$ cat config.mk
export PLATFORM = sky130hd
export DESIGN_NAME = hand_tx_arb_flat
export DESIGN_NICKNAME = d
export VERILOG_FILES = /design/src/rtl/hand_tx_arb_if.sv /design/src/rtl/hand_tx_arb.sv /design/src/flat_wrapper.sv
export SDC_FILE = /design/constraint.sdc
export NUM_CORES = 1
export LEC_CHECK = 0
export BUFFER_PORTS_ARGS = -buffer_cell sky130_fd_sc_hd__buf_2
export CORE_MARGIN = 10
export CORE_UTILIZATION = 46
export CTS_CLUSTER_DIAMETER = 30
export DETAILED_ROUTE_END_ITERATION = 6
export PLACE_DENSITY = 0.78
export SLEW_MARGIN = 20
export SYNTH_ARGS = -nofsm -noshare
export SYNTH_HDL_FRONTEND = slang
export SYNTH_SLANG_ARGS = --single-unit
$ cat constraint.sdc
create_clock -name tx_clk -period 2.6 [get_ports tx_clk]
set_input_delay 0.26 -clock tx_clk [delete_from_list [all_inputs] [get_ports tx_clk]]
set_output_delay 0.26 -clock tx_clk [all_outputs]
set_load 0.02 [all_outputs]
$ cat src/rtl/hand_tx_arb_if.sv
// Bundle for the shared 4-phase transmit link: requester side plus link side.
// The arbiter uses the master modport; requesters and the far side use slave.
interface hand_tx_arb_if #(
    parameter int unsigned N  = 4,
    parameter int unsigned DW = 8
) ();
    localparam int unsigned IW = $clog2(N);

    logic [N-1:0]    src_valid;
    logic [N*DW-1:0] src_data;
    logic [N-1:0]    src_ready;
    logic [N-1:0]    src_done;
    logic            link_req;
    logic [DW-1:0]   link_data;
    logic            link_ack;
    logic            busy;
    logic [IW-1:0]   cur_src;

    modport master (
        input  src_valid, src_data, link_ack,
        output src_ready, src_done, link_req, link_data, busy, cur_src
    );

    modport slave (
        output src_valid, src_data, link_ack,
        input  src_ready, src_done, link_req, link_data, busy, cur_src
    );
endinterface

$ cat src/rtl/hand_tx_arb.sv
// Round-robin arbiter in front of a 4-phase req/ack transmit link.
// The far-side acknowledge is only ever observed through the synchroniser.
module hand_tx_arb #(
    parameter int unsigned N           = 4,
    parameter int unsigned DW          = 8,
    parameter int unsigned SYNC_STAGES = 2
) (
    input  logic          tx_clk,
    input  logic          reset,
    hand_tx_arb_if.master bus
);
    localparam int unsigned IW = $clog2(N);

    typedef enum logic [1:0] {StIdle, StSend, StRelease} state_e;

    state_e                 state_q, state_d;
    logic [SYNC_STAGES-1:0] ack_sync_q;
    logic                   ack_s;
    logic [IW-1:0]          ptr_q, ptr_next;
    logic [IW-1:0]          cur_src_q;
    logic [IW-1:0]          winner;
    logic [IW-1:0]          idx;
    logic                   found;
    logic                   grant;
    logic                   finish;
    logic [DW-1:0]          win_data;
    logic [DW-1:0]          link_data_q;
    logic                   link_req_q;
    logic [N-1:0]           grant_oh, done_oh;
    logic [N-1:0]           src_ready_q, src_done_q;

    assign ack_s = ack_sync_q[SYNC_STAGES-1];

    // Search upward from ptr_q, wrapping at N; first requester found wins.
    always_comb begin
        found  = 1'b0;
        winner = '0;
        idx    = '0;
        for (int k = 0; k < int'(N); k++) begin
            if (int'(ptr_q) + k >= int'(N)) begin
                idx = IW'(int'(ptr_q) + k - int'(N));
            end else begin
                idx = IW'(int'(ptr_q) + k);
            end
            if (!found && bus.src_valid[idx]) begin
                found  = 1'b1;
                winner = idx;
            end
        end
    end

    always_comb begin
        win_data = '0;
        for (int k = 0; k < int'(N); k++) begin
            if (winner == IW'(k)) begin
                win_data = bus.src_data[k*DW +: DW];
            end
        end
    end

    always_comb begin
        if (winner == IW'(N - 1)) begin
            ptr_next = '0;
        end else begin
            ptr_next = winner + 1'b1;
        end
        grant_oh         = '0;
        grant_oh[winner] = 1'b1;
        done_oh            = '0;
        done_oh[cur_src_q] = 1'b1;
    end

    always_comb begin
        state_d = state_q;
        grant   = 1'b0;
        finish  = 1'b0;
        unique case (state_q)
            StIdle: begin
                // A stale ack left over from before reset blocks new grants.
                if (found && !ack_s) begin
                    state_d = StSend;
                    grant   = 1'b1;
                end
            end
            StSend: begin
                if (ack_s) begin
                    state_d = StRelease;
                end
            end
            StRelease: begin
                if (!ack_s) begin
                    state_d = StIdle;
                    finish  = 1'b1;
                end
            end
            default: state_d = StIdle;
        endcase
    end

    always_ff @(posedge tx_clk) begin
        if (reset) begin
            state_q     <= StIdle;
            ack_sync_q  <= '0;
            ptr_q       <= '0;
            cur_src_q   <= '0;
            link_data_q <= '0;
            link_req_q  <= 1'b0;
            src_ready_q <= '0;
            src_done_q  <= '0;
        end else begin
            state_q     <= state_d;
            ack_sync_q  <= {ack_sync_q[SYNC_STAGES-2:0], bus.link_ack};
            link_req_q  <= (state_d == StSend);
            src_ready_q <= grant ? grant_oh : '0;
            src_done_q  <= finish ? done_oh : '0;
            if (grant) begin
                ptr_q       <= ptr_next;
                cur_src_q   <= winner;
                link_data_q <= win_data;
            end
        end
    end

    assign bus.link_req  = link_req_q;
    assign bus.link_data = link_data_q;
    assign bus.src_ready = src_ready_q;
    assign bus.src_done  = src_done_q;
    assign bus.cur_src   = cur_src_q;
    assign bus.busy      = (state_q != StIdle);
endmodule

$ cat src/flat_wrapper.sv
// flat-port wrapper written by rule: the top's interface ports become plain ports
module hand_tx_arb_flat 
#(
    parameter int unsigned N           = 4,
    parameter int unsigned DW          = 8,
    parameter int unsigned SYNC_STAGES = 2
)
  (tx_clk, reset, bus_src_valid, bus_src_data, bus_link_ack, bus_src_ready, bus_src_done, bus_link_req, bus_link_data, bus_busy, bus_cur_src);
  hand_tx_arb_if #(.N(N), .DW(DW)) bus_i ();
  input  logic tx_clk;
  input  logic reset;
  input wire logic [$bits(bus_i.src_valid)-1:0] bus_src_valid;
  input wire logic [$bits(bus_i.src_data)-1:0] bus_src_data;
  input wire logic [$bits(bus_i.link_ack)-1:0] bus_link_ack;
  output wire logic [$bits(bus_i.src_ready)-1:0] bus_src_ready;
  output wire logic [$bits(bus_i.src_done)-1:0] bus_src_done;
  output wire logic [$bits(bus_i.link_req)-1:0] bus_link_req;
  output wire logic [$bits(bus_i.link_data)-1:0] bus_link_data;
  output wire logic [$bits(bus_i.busy)-1:0] bus_busy;
  output wire logic [$bits(bus_i.cur_src)-1:0] bus_cur_src;
  assign bus_i.src_valid = bus_src_valid;
  assign bus_i.src_data = bus_src_data;
  assign bus_i.link_ack = bus_link_ack;
  assign bus_src_ready = bus_i.src_ready;
  assign bus_src_done = bus_i.src_done;
  assign bus_link_req = bus_i.link_req;
  assign bus_link_data = bus_i.link_data;
  assign bus_busy = bus_i.busy;
  assign bus_cur_src = bus_i.cur_src;
  hand_tx_arb #(.N(N), .DW(DW), .SYNC_STAGES(SYNC_STAGES)) u_core (.tx_clk(tx_clk), .reset(reset), .bus(bus_i));
endmodule
==> impl_table.tex <==
\begin{tabular}{lr}
\hline
Metric & Value \\
\hline
\multicolumn{2}{l}{\textbf{Yosys}} \\
Mean Syn Cell Area & 9.15 um\^{}2 \\
Ranking of synthesized cells by instance count & 25 x sky130\_fd\_sc\_hd\_\_dfxtp\_1, 12 x sky130\_fd\_sc\_hd\_\_nand2\_1, 11 x sky130\_fd\_sc\_hd\_\_a21oi\_1, 11 x sky130\_fd\_sc\_hd\_\_inv\_1 \\
Share of the synthesized area in the top cell type & 37.7\% \\
Post-synthesis cell count & 145 \\
Top area cells in the synthesized netlist & sky130\_fd\_sc\_hd\_\_dfxtp\_1 38\%, sky130\_fd\_sc\_hd\_\_a221o\_1 6.0\%, sky130\_fd\_sc\_hd\_\_a21oi\_2 4.6\% \\
Post-synthesis net count & 188 \\
Flip-flop cell with the highest count after synthesis & sky130\_fd\_sc\_hd\_\_dfxtp\_1 \\
Warnings from Yosys & 0 \\
Post-synthesis instance area & 1330 um\^{}2 \\
Fraction of synthesis flops using an asynchronous set or reset pin & 0\% \\
Count of distinct cell types in the synthesized netlist & 39 \\
Yosys reg bits & 25 \\
Post-synth top area cell & sky130\_fd\_sc\_hd\_\_dfxtp\_1 \\
Most frequent cell after synthesis & sky130\_fd\_sc\_hd\_\_dfxtp\_1 \\
Number of flops mapped to enable cells by yosys & 0 \\
Seq/Total Area, Yosys & 37.7\% \\
\multicolumn{2}{l}{\textbf{STA}} \\
Worst Clk Skew & 0.0118 ns \\
Final setup violation count & 0 \\
Hold violation count in the final report & 0 \\
Fin Setup TNS & 0 ns \\
Final-report max-slew violation count & 0 \\
Setup repair after global routing missed its margin & no \\
Final Cycle Share & 93.0\% \\
Final critical-path required period & 2.42 ns \\
Remaining max-slew budget at the tightest pin & 60.6\% \\
Peak clock frequency supported by timing & 0.414 GHz \\
Transition at the pin with the smallest max-transition slack & 0.590 ns \\
\multicolumn{2}{l}{\textbf{Die}} \\
Die Footprint & 5430 um\^{}2 \\
Number of top-level pins & 59 \\
Std cell rows & 19 \\
Core region area & 2760 um\^{}2 \\
Die height & 73.7 um \\
Horizontal die dimension & 73.7 um \\
Starting utilization of the core area & 48.1\% \\
\multicolumn{2}{l}{\textbf{Route}} \\
Iter 0 DRT Violations & 74 \\
DR WL/cell & 15.5 um \\
Via Count & 1282 \\
1st-pass router iterations & 4 \\
Routed via count divided by cell count & 5.60 \\
Number of remaining DRC errors & 0 \\
Total routed wirelength & 3560 um \\
Antenna-violating nets left & 0 \\
\multicolumn{2}{l}{\textbf{Clocking}} \\
TritonCTS clock tree & done \\
Number of buffers created by CTS & 3 \\
Post-CTS clock slew at the launch and capture registers of the worst setup and hold paths & 0.14 ns \\
Number of clock sinks seen by CTS & 25 \\
Clock tree buffer depth & 2 \\
Buffer type at the clock tree root & sky130\_fd\_sc\_hd\_\_clkbuf\_4 \\
Hold buffer count at CTS & 0 \\
H-Tree Depth & 1 \\
Clock latency reported for the late side of the worst-skew pair & 0.32 ns \\
Buffer count from post-CTS setup fixing & 0 \\
\multicolumn{2}{l}{\textbf{Finish}} \\
Fill count & 244 \\
Post-layout net count & 242 \\
Count of placed standard cells in the final layout, fillers left out & 229 \\
P\&R area growth vs syn & 22.6\% \\
Count of antenna diodes in the layout & 0 \\
Fraction of layout instances using a drive strength above 1 & 40.4\% \\
\multicolumn{2}{l}{\textbf{GRT}} \\
Initial antenna violation count & 0 \\
Met3 GRT Util & 4.31\% \\
Via count of the first global-routing pass & 1308 \\
Sum of overflow across all layers after global routing & 0 \\
Met2 demand-to-capacity share in global routing & 21.6\% \\
Pin count of the biggest net entering global routing & 18 \\
Highest-utilization routing layer at the global route stage & met2 \\
Combined global-route utilization of all metal layers & 12.7\% \\
Met1 capacity usage during global routing & 13.4\% \\
Wire length of the first global-routing pass & 5640 um \\
\multicolumn{2}{l}{\textbf{Setup path}} \\
Crit Reg-Reg Endpoint & u\_core.bus.link\_data[2] \\
Arrival time reported for the critical path endpoint & 2.65 ns \\
Category of the critical setup timing path & register to register \\
Critical path capture point type & register \\
Worst path slowest cell & sky130\_fd\_sc\_hd\_\_ha\_1 \\
Crit Reg-Reg Startpoint & u\_core.ptr\_q[1] \\
Worst path max stage delay & 0.53 ns \\
Count of cells along the worst register-to-register path & 7 \\
Cell-by-cell trace of the critical path & mux2i\_1, o22ai\_1, or2\_2, ha\_1, a21oi\_1, a221o\_1, a311oi\_1 \\
Required time of the worst setup path & 2.83 ns \\
Startpoint Class & register \\
CP max FO & 17 \\
Register-to-register path setup slack & 0.18 ns \\
\multicolumn{2}{l}{\textbf{Worst hold path}} \\
Number of cells on the worst hold path & 2 \\
HP Class & input pin to register \\
Startpoint of the lowest-slack hold path & bus\_link\_ack \\
End of the worst hold path & u\_core.ack\_sync\_q[0] \\
\multicolumn{2}{l}{\textbf{Outcome}} \\
Outcome & complete, no violations \\
\multicolumn{2}{l}{\textbf{Placed design}} \\
Dpl hpwl & 2830 um \\
Post-Place Cells & 225 \\
Last weighted congestion value of the routability-driven placer & 0.756 \\
Count of buffers from port buffering & 58 \\
\multicolumn{2}{l}{\textbf{Pwr}} \\
Total power per unit cell area & 570 nW/um\^{}2 \\
Static leakage & 0.000768 uW \\
Maximum VDD drop & 0.436 mV \\
\multicolumn{2}{l}{\textbf{Flow run}} \\
Max-cap check violation count & 0 \\
\hline
\end{tabular}
## worst max-delay path by stage
| stage | startpoint | to | slack (ns) |
|---|---|---|---|
| floorplan | u_core.ptr_q[1] | u_core.bus.link_data[6] | 0.49 |
| global placement | bus_src_valid[2] | u_core.bus.link_data[3] | 0.32 |
| detailed placement | bus_src_valid[2] | u_core.bus.link_data[2] | 0.19 |
| CTS | u_core.ptr_q[1] | u_core.bus.link_data[2] | 0.19 |
| global route | u_core.ptr_q[1] | u_core.bus.link_data[2] | 0.01 |
| finish | u_core.ptr_q[1] | u_core.bus.link_data[2] | 0.18 |
## registers in the layout, summed over array words and instances (netlist names)
name                  count
u_core.state_q            2
u_core.bus.link_data      8
u_core.bus.cur_src        2
u_core.bus.src_ready      4
u_core.bus.link_req       1
u_core.ptr_q              2
u_core.bus.src_done       4
u_core.ack_sync_q         2
## layer usage
layer	vias up	routed length, um
met5	-	0
met4	0	74
met3	7	346
met2	61	1720
met1	569	1420
li1	645	-
## critical path: cells and delay by family, from the launching register on
| kind | cells | cell delay [ns] |
|---|---|---|
| AND/OR/NAND/NOR | 1 | 0.20 |
| adder cells (fa/ha/maj) | 1 | 0.53 |
| multiplexers | 1 | 0.12 |
| flip-flops | 1 | 0.47 |
| AO/OA/AOI/OAI | 4 | 1.00 |
## logic make-up after synthesis
group / share of synthesized area (%)
AOI/OAI and AO/OA: 25.7
buffers and inverters: 8.49
muxes: 0.755
and+or+nand+nor: 22.9
adders and majority gates: 3.77
xor gates and xnor gates: 0.660
DFF: 37.7
## power by group
group | total [uW] | internal [uW] | switching [uW]
registers | 441 | 415 | 25.2
logic | 314 | 139 | 175
clock network | 172 | 57.6 | 115
## what timing repair did
item                                    CTS  global route
gates resized for setup                   0             1
endpoints found under the hold margin     0             0
endpoints found under the setup margin    0             4
## through the flow
stage / area (um^2) / setup slack [ns] / utilization (%) / total power, uW / hold WS (ns)
after floorplan: 1330 / 0.488 / - / 673 / 0.332
after global placement: 1600 / 0.325 / 57.9 / 750 / 0.429
after detailed placement: 1600 / 0.186 / 57.9 / 762 / 0.451
after CTS: 1620 / 0.192 / 58.9 / 931 / 0.155
after global routing: 1630 / 0.0138 / 59.0 / 981 / 0.159
final: 1630 / 0.182 / 59.0 / 927 / 0.148
## cells in the final DEF (no fill, tap or decap), types with 2 or more instances in the layout
| cell type | n |
|---|---|
| sky130_fd_sc_hd__buf_2 | 58 |
| sky130_fd_sc_hd__dfxtp_1 | 25 |
| sky130_fd_sc_hd__nand2_1 | 12 |
| sky130_fd_sc_hd__inv_1 | 11 |
| sky130_fd_sc_hd__a21oi_1 | 11 |
| sky130_fd_sc_hd__nand3b_1 | 8 |
| sky130_fd_sc_hd__a221o_1 | 8 |
| sky130_fd_sc_hd__a21oi_2 | 7 |
| sky130_fd_sc_hd__a311oi_1 | 7 |
| sky130_fd_sc_hd__and3_1 | 6 |
| sky130_fd_sc_hd__nor2b_1 | 4 |
| sky130_fd_sc_hd__nor2_1 | 3 |
| sky130_fd_sc_hd__ha_1 | 3 |
| sky130_fd_sc_hd__clkbuf_4 | 3 |
| sky130_fd_sc_hd__or2_2 | 2 |
| sky130_fd_sc_hd__nor2_2 | 2 |
| sky130_fd_sc_hd__nor4_1 | 2 |
| sky130_fd_sc_hd__nand3_1 | 2 |
| sky130_fd_sc_hd__o21ai_0 | 2 |
## cell type report
class	instances	area, um^2	share of cell area (%)
Sequential cell	25	500	30.8
Timing Repair Buffer	59	298	18.3
Clock buffer	3	22.5	1.38
Multi-Input combinational cell	99	721	44.3
Tap cell	31	38.8	2.38
Inverter	11	41.3	2.54
Clock inverter	1	5.00	0.308
Note: power is estimated with default switching activity, not from simulation.
